**config.mk**
```make
export PLATFORM = sky130hd
export DESIGN_NAME = bicubic_tap_feeder
export DESIGN_NICKNAME = d
export VERILOG_FILES = /design/src/rtl/bicubic_tap_feeder.sv
export SDC_FILE = /design/constraint.sdc
export NUM_CORES = 1
export LEC_CHECK = 0
export ABC_AREA = 1
export CAP_MARGIN = 30
export CORE_MARGIN = 8
export CORE_UTILIZATION = 55
export DETAILED_ROUTE_END_ITERATION = 10
export PLACE_DENSITY = 0.85
export SYNTH_ARGS = -nofsm -noshare
export SYNTH_HDL_FRONTEND = slang
export SYNTH_SLANG_ARGS = --single-unit
```
**constraint.sdc**
```tcl
create_clock -name clk -period 4.3 [get_ports clk]
set_clock_uncertainty 0.1 [all_clocks]
set_input_delay 0.86 -clock clk [delete_from_list [all_inputs] [get_ports clk]]
set_output_delay 0.86 -clock clk [all_outputs]
set_load 0.01 [all_outputs]
```
**src/rtl/bicubic_tap_feeder.sv**
```systemverilog
// Bicubic 4-tap feeder: slides a 4-pixel edge-replicated window over one source row and emits 4 phase beats per column.
// Optional `BICUBIC_FEED_PREFETCH_EN adds a 1-entry pixel prefetch register so each column takes 4 cycles instead of 5.
module bicubic_tap_feeder #(
  parameter int          ROW_W = 960,
  parameter logic [15:0] PH0_W = 16'h0700,
  parameter logic [15:0] PH1_W = 16'hA759,
  parameter logic [15:0] PH2_W = 16'hB649,
  parameter logic [15:0] PH3_W = 16'h957A
) (
  input  logic        clk,
  input  logic        rst_n,
  input  logic        s_valid,
  output logic        s_ready,
  input  logic [7:0]  s_data,
  output logic        m_valid,
  input  logic        m_ready,
  output logic [8:0]  pixel_1,
  output logic [8:0]  pixel_2,
  output logic [8:0]  pixel_3,
  output logic [8:0]  pixel_4,
  output logic [3:0]  weight_1,
  output logic [3:0]  weight_2,
  output logic [3:0]  weight_3,
  output logic [3:0]  weight_4,
  output logic [1:0]  m_phase,
  output logic [11:0] m_col,
  output logic        m_last
);

  localparam logic [11:0] ROW_W_L  = ROW_W[11:0];
  localparam logic [11:0] LAST_COL = 12'(ROW_W - 1);

  typedef enum logic [2:0] {IDLE, FILL, EMIT, LOAD, PAD} state_t;

  state_t      state;
  logic [7:0]  tap1, tap2, tap3, tap4;
  logic [11:0] in_cnt;
  logic [11:0] col;
  logic [1:0]  phase;
  logic [15:0] w_q;
  logic        s_fire, beat;
`ifdef BICUBIC_FEED_PREFETCH_EN
  logic        pf_valid;
  logic [7:0]  pf_data;
`endif

  function automatic logic [15:0] ph_w(input logic [1:0] ph);
    case (ph)
      2'd0:    ph_w = PH0_W;
      2'd1:    ph_w = PH1_W;
      2'd2:    ph_w = PH2_W;
      default: ph_w = PH3_W;
    endcase
  endfunction

  assign s_fire = s_valid & s_ready;
  assign beat   = m_valid & m_ready;

  assign pixel_1  = {1'b0, tap1};
  assign pixel_2  = {1'b0, tap2};
  assign pixel_3  = {1'b0, tap3};
  assign pixel_4  = {1'b0, tap4};
  assign weight_1 = w_q[15:12];
  assign weight_2 = w_q[11:8];
  assign weight_3 = w_q[7:4];
  assign weight_4 = w_q[3:0];
  assign m_phase  = phase;
  assign m_col    = col;

  always_ff @(posedge clk or negedge rst_n) begin
    if (!rst_n) begin
      state   <= IDLE;
      s_ready <= 1'b0;
      m_valid <= 1'b0;
      m_last  <= 1'b0;
      tap1    <= '0;
      tap2    <= '0;
      tap3    <= '0;
      tap4    <= '0;
      in_cnt  <= '0;
      col     <= '0;
      phase   <= '0;
      w_q     <= '0;
`ifdef BICUBIC_FEED_PREFETCH_EN
      pf_valid <= 1'b0;
      pf_data  <= '0;
`endif
    end else begin
      case (state)
        IDLE: begin
          s_ready <= 1'b1;
          m_valid <= 1'b0;
          if (s_fire) begin
            tap1   <= s_data;
            tap2   <= s_data;
            tap3   <= s_data;
            tap4   <= s_data;
            in_cnt <= 12'd1;
            state  <= FILL;
          end
        end

        FILL: begin
          if (s_fire) begin
            tap1   <= tap2;
            tap2   <= tap3;
            tap3   <= tap4;
            tap4   <= s_data;
            in_cnt <= in_cnt + 12'd1;
            if (in_cnt == 12'd2) begin
              state   <= EMIT;
              col     <= '0;
              phase   <= '0;
              w_q     <= PH0_W;
              m_valid <= 1'b1;
`ifdef BICUBIC_FEED_PREFETCH_EN
              s_ready <= (ROW_W_L > 12'd3);
`else
              s_ready <= 1'b0;
`endif
            end
          end
        end

        LOAD: begin
          if (s_fire) begin
            tap1    <= tap2;
            tap2    <= tap3;
            tap3    <= tap4;
            tap4    <= s_data;
            in_cnt  <= in_cnt + 12'd1;
            col     <= col + 12'd1;
            phase   <= '0;
            w_q     <= PH0_W;
            m_valid <= 1'b1;
            state   <= EMIT;
`ifdef BICUBIC_FEED_PREFETCH_EN
            s_ready <= ((in_cnt + 12'd1) < ROW_W_L);
`else
            s_ready <= 1'b0;
`endif
          end
        end

        PAD: begin
          // right-edge replication: the last real pixel is shifted in again
          tap1    <= tap2;
          tap2    <= tap3;
          tap3    <= tap4;
          col     <= col + 12'd1;
          phase   <= '0;
          w_q     <= PH0_W;
          m_valid <= 1'b1;
          s_ready <= 1'b0;
          state   <= EMIT;
        end

        EMIT: begin
`ifdef BICUBIC_FEED_PREFETCH_EN
          if (s_fire && !(beat && phase == 2'd3)) begin
            pf_valid <= 1'b1;
            pf_data  <= s_data;
            in_cnt   <= in_cnt + 12'd1;
            s_ready  <= 1'b0;
          end
`endif
          if (beat) begin
            if (phase == 2'd3) begin
              m_last <= 1'b0;
              if (col == LAST_COL) begin
                state   <= IDLE;
                m_valid <= 1'b0;
                s_ready <= 1'b1;
                in_cnt  <= '0;
                col     <= '0;
                phase   <= '0;
                w_q     <= '0;
              end else begin
`ifdef BICUBIC_FEED_PREFETCH_EN
                // held, just-arriving or replicated pixel goes straight into tap 4; LOAD only when starved
                if (pf_valid || s_fire || in_cnt >= ROW_W_L) begin
                  tap1  <= tap2;
                  tap2  <= tap3;
                  tap3  <= tap4;
                  col   <= col + 12'd1;
                  phase <= '0;
                  w_q   <= PH0_W;
                  if (pf_valid) begin
                    tap4     <= pf_data;
                    pf_valid <= 1'b0;
                    s_ready  <= (in_cnt < ROW_W_L);
                  end else if (s_fire) begin
                    tap4    <= s_data;
                    in_cnt  <= in_cnt + 12'd1;
                    s_ready <= ((in_cnt + 12'd1) < ROW_W_L);
                  end else begin
                    s_ready <= 1'b0;
                  end
                end else begin
                  state   <= LOAD;
                  m_valid <= 1'b0;
                  s_ready <= 1'b1;
                end
`else
                m_valid <= 1'b0;
                if (in_cnt < ROW_W_L) begin
                  state   <= LOAD;
                  s_ready <= 1'b1;
                end else begin
                  state   <= PAD;
                  s_ready <= 1'b0;
                end
`endif
              end
            end else begin
              phase  <= 2'(phase + 2'd1);
              w_q    <= ph_w(2'(phase + 2'd1));
              m_last <= (phase == 2'd2) && (col == LAST_COL);
            end
          end
        end

        default: begin
          state   <= IDLE;
          m_valid <= 1'b0;
          s_ready <= 1'b0;
        end
      endcase
    end
  end

endmodule

```
==> impl_metrics.ini <==
[sta]
max_freq_mhz = 419
maxSlewViolCount = 0
timing.slew.headroom_pct = 53.5
hold_viol_final = 0
setup_tns_ns = 0
worst_pin_slew_ns = 0.697
rsz0062_at_grt = no
period_needed_ns = 2.39
timing.final.crit_share_pct = 55.5
setup_viol = 0
setup_ws_ns = 1.91

[global_route]
antenna_found_initial = 0
gr-usage-all-layers_pct = 19.7
grt_pass1_wl_mm = 15.9
grt_max_degree = 43
overflow = 0
grt_pass1_vias = 3377

[clock_network]
post-cts-setup-buffers = 0
cts-root-buf = clkbuf_8
cts_inserted_buffers = 9
postCtsHoldBufs = 0
ctsLongestPathBuffers = 2
htreeDepth = 3
post_cts_resized = 0
numClockSinks = 70
cts_tree = yes
clkSlewWorstSetupHoldPaths_ns = 0.08
clk_latency_ns = 0.34

[cells_and_area]
nets = 572
fin_cells = 654
nFillCells = 527
area_growth_pct = 25.8
antennaDiodeCount = 0
drive_above_1_share_pct = 10.0
fin_area_um2 = 4830

[placed_design]
place_area_um2 = 4590
post-dp-hpwl_mm = 6.82
dp_cells = 637
place_ws_ns = 1.64
gp_congestion = 0.898
port_buffers = 72

[critical_path]
end_kind = primary output
crit_arrival_ns = 1.43
start_kind = flip-flop
worstPathRequired_ns = 3.34
crit_family = buffers and inverters
cp_max_fo = 7
path_cells = clkdlybuf4s50_1
critical-path-max-stage-delay_ns = 0.59
worstSetupPathType = reg -> out
path_buf_inv = 1
cp_slowest_cell = clkdlybuf4s50_1

[route]
avgRoutedWirePerCell_um = 14.5
drt-total-wl_mm = 9.46
via_count = 3401
viasPerCell = 5.20
drt_iter0_drc = 136
postRouteAntennaNets = 0
first_pass_iters = 4
drc_errors = 0

[pwr]
seqPwrFrac_pct = 50.3
peakVddDrop_mv = 0.222
power_switching_mw = 0.304
clkPwrFrac_pct = 47.3
power_frac_comb_pct = 2.3
swShare_pct = 23.2
power_density_nw_per_um2 = 270
internal-power_mw = 1.00
p_leak_nw = 2.44

[run_status]
outcome = completed

[synth]
ys_seq_area_share_pct = 45.6
yosys_warnings = 0
synth_cell_types = 32
syn-cell-area_um2 = 3840
ys_seq_elements = 70
syn_inst = 482
syn_area_per_cell_um2 = 7.97

[floorplanning]
initial_utilization_pct = 56.6
die_area_um2 = 9920
die_h_um = 99.6
io-pin-count = 81
rows = 30
die_w_um = 99.6
fp.coreArea_um2 = 6790

[hold_path]
worstHoldPathType = in -> async

[job]
drv_cap = 0
## power by group through the flow
stage | Combinational, mW | Clock (mW) | Sequential [mW]
final | 0.0306 | 0.619 | 0.658
after CTS | 0.0293 | 0.624 | 0.658
after detailed placement | 0.0293 | 0 | 0.671
after global placement | 0.0285 | 0 | 0.671
after floorplan | 0.00861 | 0 | 0.671
after global routing | 0.0346 | 0.651 | 0.658
## cell families after synthesis
group	share of synthesized area (%)
simple gates	26.3
other cells	0.0976
mux	2.34
fa+ha+maj	2.28
flops	45.6
xor+xnor	2.51
compound gates	10.7
buf+inv	10.2
## Yosys cell counts (all sizes together)
cell type  count  area share, %
mux2           8            2.3
buf           24            4.3
inv           60            5.9
or2            2           0.33
xor2           9            2.1
nor3b          1           0.20
o21bai         1           0.20
a21oi         13            1.7
xnor2          2           0.46
ha             7            2.3
nand3b         1           0.20
nand2        155             16
conb           1          0.098
dfrtp         70             46
nand4          6           0.98
nor2          40            4.9
nand3         19            2.7
nor3           7           0.91
o21ai         31            4.1
nor4           1           0.16
a22oi         24            4.7
## per-stage QoR
stage	utilization [%]	power, mW	hold WS, ns
after floorplan	-	0.680	0.349
after global placement	67.1	0.699	0.362
after detailed placement	67.5	0.700	0.390
after CTS	70.9	1.31	0.407
after global routing	71.2	1.34	0.313
final	71.2	1.31	0.306
## cell usage in the layout (no fill, tap or decap), types with 2 or more instances in the layout
master	instances
nand2_1	146
clkdlybuf4s50_1	71
dfrtp_1	70
inv_1	54
nor2_1	34
a22oi_1	24
o21ai_0	24
nand3_1	17
a21oi_1	13
xor2_1	9
clkbuf_8	9
nand2_2	8
mux2_2	8
conb_1	8
nor3_1	7
ha_1	7
inv_2	6
o21ai_1	6
nand4_1	6
nor2_2	3
inv_6	3
buf_4	3
nor2_4	2
nand3_2	2
or2_2	2
xnor2_1	2
bufinv_16	2
## layer usage
| layer | global-route usage (%) | share of wire (%) | vias to the layer above |
|---|---|---|---|
| met5 | 0 | 0 | - |
| met1 | 23.6 | 40 | 1592 |
| met4 | 6.29 | 1.5 | 0 |
| met2 | 34.1 | 50 | 134 |
| met3 | 4.54 | 8.1 | 18 |
| li1 | - | - | 1657 |
## worst paths after layout
path	depth (start not counted)	to	slack, ns	from
min in group clk	2	in_cnt[11]$_DFFE_PN0P_	0.41	in_cnt[11]$_DFFE_PN0P_
max reg2reg	8	m_col[5]$_DFFE_PN0P_	2.06	m_col[0]$_DFFE_PN0P_
max	1	m_phase[0]	1.91	m_phase[0]$_DFFE_PN0P_
max in group asynchronous	3	in_cnt[2]$_DFFE_PN0P_	3.05	rst_n
min reg2reg	2	in_cnt[11]$_DFFE_PN0P_	0.41	in_cnt[11]$_DFFE_PN0P_
min	1	w_q[10]$_DFFE_PN0P_	0.31	rst_n
## registers in the layout, summed over array words and instances, names as in the netlist
| register | count |
|---|---|
| m_valid | 1 |
| s_ready | 1 |
| tap2 | 8 |
| tap3 | 8 |
| m_last | 1 |
| w_q | 6 |
| tap4 | 8 |
| tap1 | 8 |
| in_cnt | 12 |
| state | 3 |
| m_col | 12 |
| m_phase | 2 |
## worst register-to-register path, cell delays in order (launching register included)
cell     delay [ns]
dfrtp_1        0.44
ha_1           0.19
nand2_1        0.09
nor2_4         0.20
nand3_2        0.18
nand2_2        0.18
nand4_1        0.46
nand2_1        0.23
nand2_1        0.06
## layout make-up
class	count	area, µm²	share of cell area, %
flip-flops and latches	70	1750	36.2
clock inverters	7	103	2.12
well taps	96	120	2.48
multi-input cells	335	1730	35.7
clock buffers	9	124	2.56
repair buffers	77	786	16.3
inverters	60	225	4.66
Power figures use the tool's default switching activity.
==> patch 1: new RTL, same settings <==
Encoding of `state_t`: now Gray code (3 bits for 5 states).
--- a/src/rtl/bicubic_tap_feeder.sv
+++ b/src/rtl/bicubic_tap_feeder.sv
@@ -30,7 +30,7 @@
   localparam logic [11:0] ROW_W_L  = ROW_W[11:0];
   localparam logic [11:0] LAST_COL = 12'(ROW_W - 1);
 
-  typedef enum logic [2:0] {IDLE, FILL, EMIT, LOAD, PAD} state_t;
+  typedef enum logic [2:0] {IDLE = 3'b000, FILL = 3'b001, EMIT = 3'b011, LOAD = 3'b010, PAD = 3'b110} state_t;
 
   state_t      state;
   logic [7:0]  tap1, tap2, tap3, tap4;
Behaviour: no difference found for any inputs over 4 cycles, from zero or initial values and one cycle with rst_n low; so few cycles prove little.
==> patch 1 against the original RTL <==
  * Die area fell by 0.74%
  * Sequential share of layout area rose by 1.3 points
  * Maximum frequency fell by 16%
  * Sequential cell count did not move
  * Design area fell by 3.4%
  * Setup slack got worse by 0.44 ns
  * Via count rose by 2.4%
  * Area after synthesis fell by 0.88%
  * Routed wire length fell by 0.25%
  * Critical path type is now register to register
  * Largest cell class is now multi-input combinational cells
Power is not compared: it rests on default switching activity, and its combinational part moved more than twofold at a synthesized area within 25%.
==> patch 1: results (changes against the original RTL) <==
Status
  • Status: complete, no violations

Layout
  • Fill cell count: 542 (+2.8%)
  • Non-filler cells, final: 639 (-2.3%)
  • Layout cell share with drive strength beyond 1: 0.0877 (-0.0127)

Setup path
  • Crit-path leading delay family: simple AND/OR/NAND/NOR gates
  • Crit-path slowest cell: nand2_1
  • Crit-path max FO: 26 (+19)
  • Slowest Stage Delay on Critical Path: 0.75 ns (+0.16 ns)
  • R2R Path End: tap3[0]$_DFFE_PN0P_

Min path
  • Hold Crit Class: register to register

Synthesis
  • Top cells by area, synth: dfrtp_1, nand2_1, a21oi_1
  • Leading cell types by count after synthesis: nand2_1, dfrtp_1, a21oi_1
  • Distinct cells, synth: 29 (-9.4%)

GRT
  • Global-route wire length before repair: 16000 um (+0.61%)
  • Grt met1 use: 0.248 (+0.0116)
  • Number of global-route vias before repair: 3327 (-1.5%)
  • Largest net degree at the start of global routing: 34 (-21%)
  • GRT Total Usage: 0.199 (+0.00125)

Placement
  • Post-place setup slack: 1.48 ns (-0.161 ns)
  • Placed cells: 623 (-2.2%)

Routing
  • Iteration-0 DRC Markers: 353 (+160%)
  • Iteration count of the initial detailed-routing pass: 5 (+1)
  • Via count: 3483 (+2.4%)
  • DR WL/cell: 14.8 um (+2.1%)

Clock tree
  • Worst-Skew Late Latency: 0.36 ns (+0.02 ns)
## patch 1: changes by cell type in the layout (fill, tap and decap cells not counted), moves of 4 or more
| cell | delta |
|---|---|
| a21oi_1 | +50 |
| a22oi_1 | -24 |
| inv_1 | -21 |
| nand2_1 | +12 |
| nor2_1 | +9 |
| o21ai_0 | -9 |
| nor3_1 | -6 |
| nand2_2 | -5 |
| o21ai_2 | +4 |
## patch 1: metrics by stage
step | total power (W) | utilization | hold slack (ns)
CTS | 0.00328 | 0.691 | 0.397
global route | 0.00351 | 0.691 | 0.422
global placement | 0.00270 | 0.664 | 0.370
detailed placement | 0.00275 | 0.664 | 0.376
floorplan | 0.00211 | - | 0.374
finish | 0.00327 | 0.691 | 0.396
## patch 1: cell type report
cell class / instances / share of cell area
Inverter: 37 / 0.0297
Sequential cell: 70 / 0.375
Tap cell: 80 / 0.0214
Multi-Input combinational cell: 362 / 0.378
Timing Repair Buffer: 74 / 0.156
Clock buffer: 9 / 0.0265
Clock inverter: 7 / 0.0131
## patch 1: worst min-delay path, cell delays in order (launching register included)
cell,delay [ns]
dfrtp_1,0.35
nand2_1,0.07
o21ai_2,0.05
## patch 1: logic make-up (layout without fill, tap and decap cells)
family                     Yosys count  count (layout)  synth area share
AOI/OAI and AO/OA                   89              89             0.123
xor gates and xnor gates            10              10            0.0230
adders and majority gates            6               6            0.0197
buffers and inverters               64             127            0.0841
DFF                                 70              70             0.460
muxes                                8               8            0.0237
other                                1               8          0.000985
and+or+nand+nor                    241             241             0.266
## patch 1: per-layer routing
layer,routed length (um),vias up,part of all wire
met5,0,-,0
li1,-,1685,-
met1,4000,1642,0.42
met3,763,20,0.081
met2,4500,136,0.48
met4,166,0,0.018
==> patch 2: new RTL, config.mk and constraints unchanged <==
Without the edit above. The option `BICUBIC_FEED_PREFETCH_EN` is turned on by a define.
--- a/src/rtl/bicubic_tap_feeder.sv
+++ b/src/rtl/bicubic_tap_feeder.sv
@@ -1,5 +1,7 @@
 // Bicubic 4-tap feeder: slides a 4-pixel edge-replicated window over one source row and emits 4 phase beats per column.
 // Optional `BICUBIC_FEED_PREFETCH_EN adds a 1-entry pixel prefetch register so each column takes 4 cycles instead of 5.
+`define BICUBIC_FEED_PREFETCH_EN
+
 module bicubic_tap_feeder #(
   parameter int          ROW_W = 960,
   parameter logic [15:0] PH0_W = 16'h0700,
Check against the original RTL: not equivalent (a bounded check fails within 10 cycles, from zero or initial values and one cycle with rst_n low).
==> patch 2 against the original RTL <==
  * Maximum frequency is 13% lower
  * Count of clock-buffer cells in the layout increased by 1
  * Routed wire length up 34%
  * First-iteration DRC count up 96%
  * Die area up 20%
  * Largest cell class is now multi-input combinational cells
  * Setup slack worse by 0.35 ns
  * Clock power shrank 9.2%
  * Design area up 17%
  * Area after synthesis is 24% higher
  * Total power rose by 1.5%
  * Sequential cell count grew 8
  * Register-to-register slack worse by 0.25 ns
  * Sequential share of layout area down 1.7 points
  * Sequential power is 11% higher
==> patch 2: results (changes against the original RTL) <==
Synthesis
  • Dominant synthesized flop cell: dfrtp_1
  • Synthesized instance count: 636 (+32%)
  • Distinct cells, synth: 39 (+22%)
  • Top cells by area, synth: dfrtp_1, nand2_1, o21ai_0
  • Syn. warnings: 0 (unchanged)
  • Leading cell types by count after synthesis: nand2_1, o21ai_0, dfrtp_1
  • Sequential area share after synthesis: 0.409 (-0.0469)
  • Post-synth EDFFs: 0 (unchanged)
  • Asr flop ratio synth: 1.00 (unchanged)

Clock tree
  • H-tree depth: 3 (unchanged)
  • PostCTS Resize Cnt: 0 (unchanged)
  • Worst-path clk slew: roughly 0.090 ns
  • Worst-Skew Late Latency: 0.36 ns (+0.02 ns)
  • Num CTS Buffers: 9 (unchanged)
  • Clock Path Buffers: 2 (unchanged)
  • Hold-fix buffers, CTS: 0 (unchanged)
  • Post-CTS setup buffer count: 0 (unchanged)
  • Clock Tree Root: clkbuf_8

Power
  • Leak: 2.73 nW (+12%)
  • Internal power: 0.00102 W (+1.4%)
  • VDD IR-drop max: 0.181 mV (-19%)

Routing
  • Iteration count of the initial detailed-routing pass: 5 (+1)
  • DR WL/cell: 15.6 um (+7.9%)
  • Via count: 4476 (+32%)
  • Vias per cell: 5.52 (+6.1%)
  • Iteration-0 DRC Markers: 267 (+96%)

Setup path
  • Crit path arrival time: 2.93 ns (+1.50 ns)
  • Crit-path max FO: 40 (+33)

Placement
  • DP Area: 0.00544 mm^2 (+18%)
  • I/O Buffers: 72 (unchanged)
  • GPL Wtd Cong: 0.947 (+5.5%)
  • Post-place setup slack: 1.22 ns (-0.428 ns)
  • Hpwl dp: 9440 um (+39%)
  • Placed cells: 794 (+25%)

Timing
  • Worst slew margin: 0.597 (+0.0620)

GRT
  • Global-route wire length before repair: 21000 um (+32%)
  • Number of global-route vias before repair: 4449 (+32%)
  • GRT Total Usage: 0.220 (+0.0221)
  • Largest net degree at the start of global routing: 79 (+84%)
  • Initial antenna violation count: 0 (unchanged)

Layout
  • Nets: 718 (+26%)
  • Fill cell count: 727 (+38%)
  • Layout cell share with drive strength beyond 1: 0.0953 (-0.00505)
  • Ant. Diodes: 0 (unchanged)

Min path
  • Hold Crit Class: input port to asynchronous set/reset pin

Status
  • Status: complete, no violations
-- patch 2: cell count changes after synthesis, moves of 17 or more --
cell,unedited run,this run
o21ai_0,24,80
nand2_1,146,193
nand3_1,17,41
a22oi_1,24,3
inv_1,54,73
o21ai_2,1,18
-- patch 2: cell type report --
type                       count  area [um^2]  share of cell area
clock buffer                  10          128              0.0225
clock inverter                 6         68.8              0.0122
timing repair buffer          74          753               0.133
multi-input combinational    455         2310               0.408
sequential                    78         1950               0.345
inverter                      80          315              0.0557
tap                          108          135              0.0239
-- patch 2: power by group through the flow --
stage | combinational, W | sequential [W] | clock, W
after floorplan | 0.00000844 | 0.000748 | 0
final | 0.0000321 | 0.000733 | 0.000562
after global routing | 0.0000363 | 0.000733 | 0.000593
after detailed placement | 0.0000298 | 0.000747 | 0
after CTS | 0.0000298 | 0.000733 | 0.000566
after global placement | 0.0000295 | 0.000747 | 0
-- patch 2: critical path, stage by stage --
cell             delay [ns]
clkdlybuf4s50_1        0.48
nand2_2                0.08
inv_2                  0.25
nor2_4                 0.11
inv_1                  0.47
nand2_8                0.16
inv_6                  0.30
nand2_1                0.12
o21ai_2                0.08
-- patch 2: cell families (layout without fill, tap and decap cells) --
kind of cell / count (synthesis) / count (layout) / share of synthesized area
AND/OR/NAND/NOR: 303 / 303 / 0.286
other: 1 / 8 / 0.000786
XOR/XNOR: 9 / 9 / 0.0165
adder cells (fa/ha/maj): 8 / 8 / 0.0210
flip-flops: 78 / 78 / 0.409
AO/OA/AOI/OAI: 127 / 127 / 0.154
buffers and inverters: 110 / 170 / 0.113
-- patch 2: per-stage QoR --
stage | hold WS, ns | total power (W)
floorplan | 0.369 | 0.000756
global placement | 0.372 | 0.000777
detailed placement | 0.365 | 0.000777
CTS | 0.389 | 0.00133
global route | 0.190 | 0.00136
finish | 0.198 | 0.00133
-- patch 2: worst paths after layout --
kind,slack [ns],to,cells past startpoint,start
setup / recovery,1.56,tap2[6]$_DFFE_PN0P_,9,s_valid
hold / removal,0.20,m_col[8]$_DFFE_PN0P_,1,rst_n
setup reg to reg,1.81,tap2[6]$_DFFE_PN0P_,9,state[0]$_DFFE_PN0P_
hold reg to reg,0.39,w_q[9]$_DFFE_PN0P_,2,w_q[9]$_DFFE_PN0P_
max in group asynchronous,3.34,in_cnt[8]$_DFFE_PN0P_,2,rst_n
min in group clk,0.39,w_q[9]$_DFFE_PN0P_,2,w_q[9]$_DFFE_PN0P_
-- patch 2: per-layer routing --
layer / vias to the layer above / global-route usage / routed length, um
met5: - / 0 / 0
met4: 0 / 0.0948 / 384
met3: 31 / 0.0414 / 711
met2: 135 / 0.371 / 6350
met1: 2157 / 0.267 / 5210
li1: 2153 / - / -
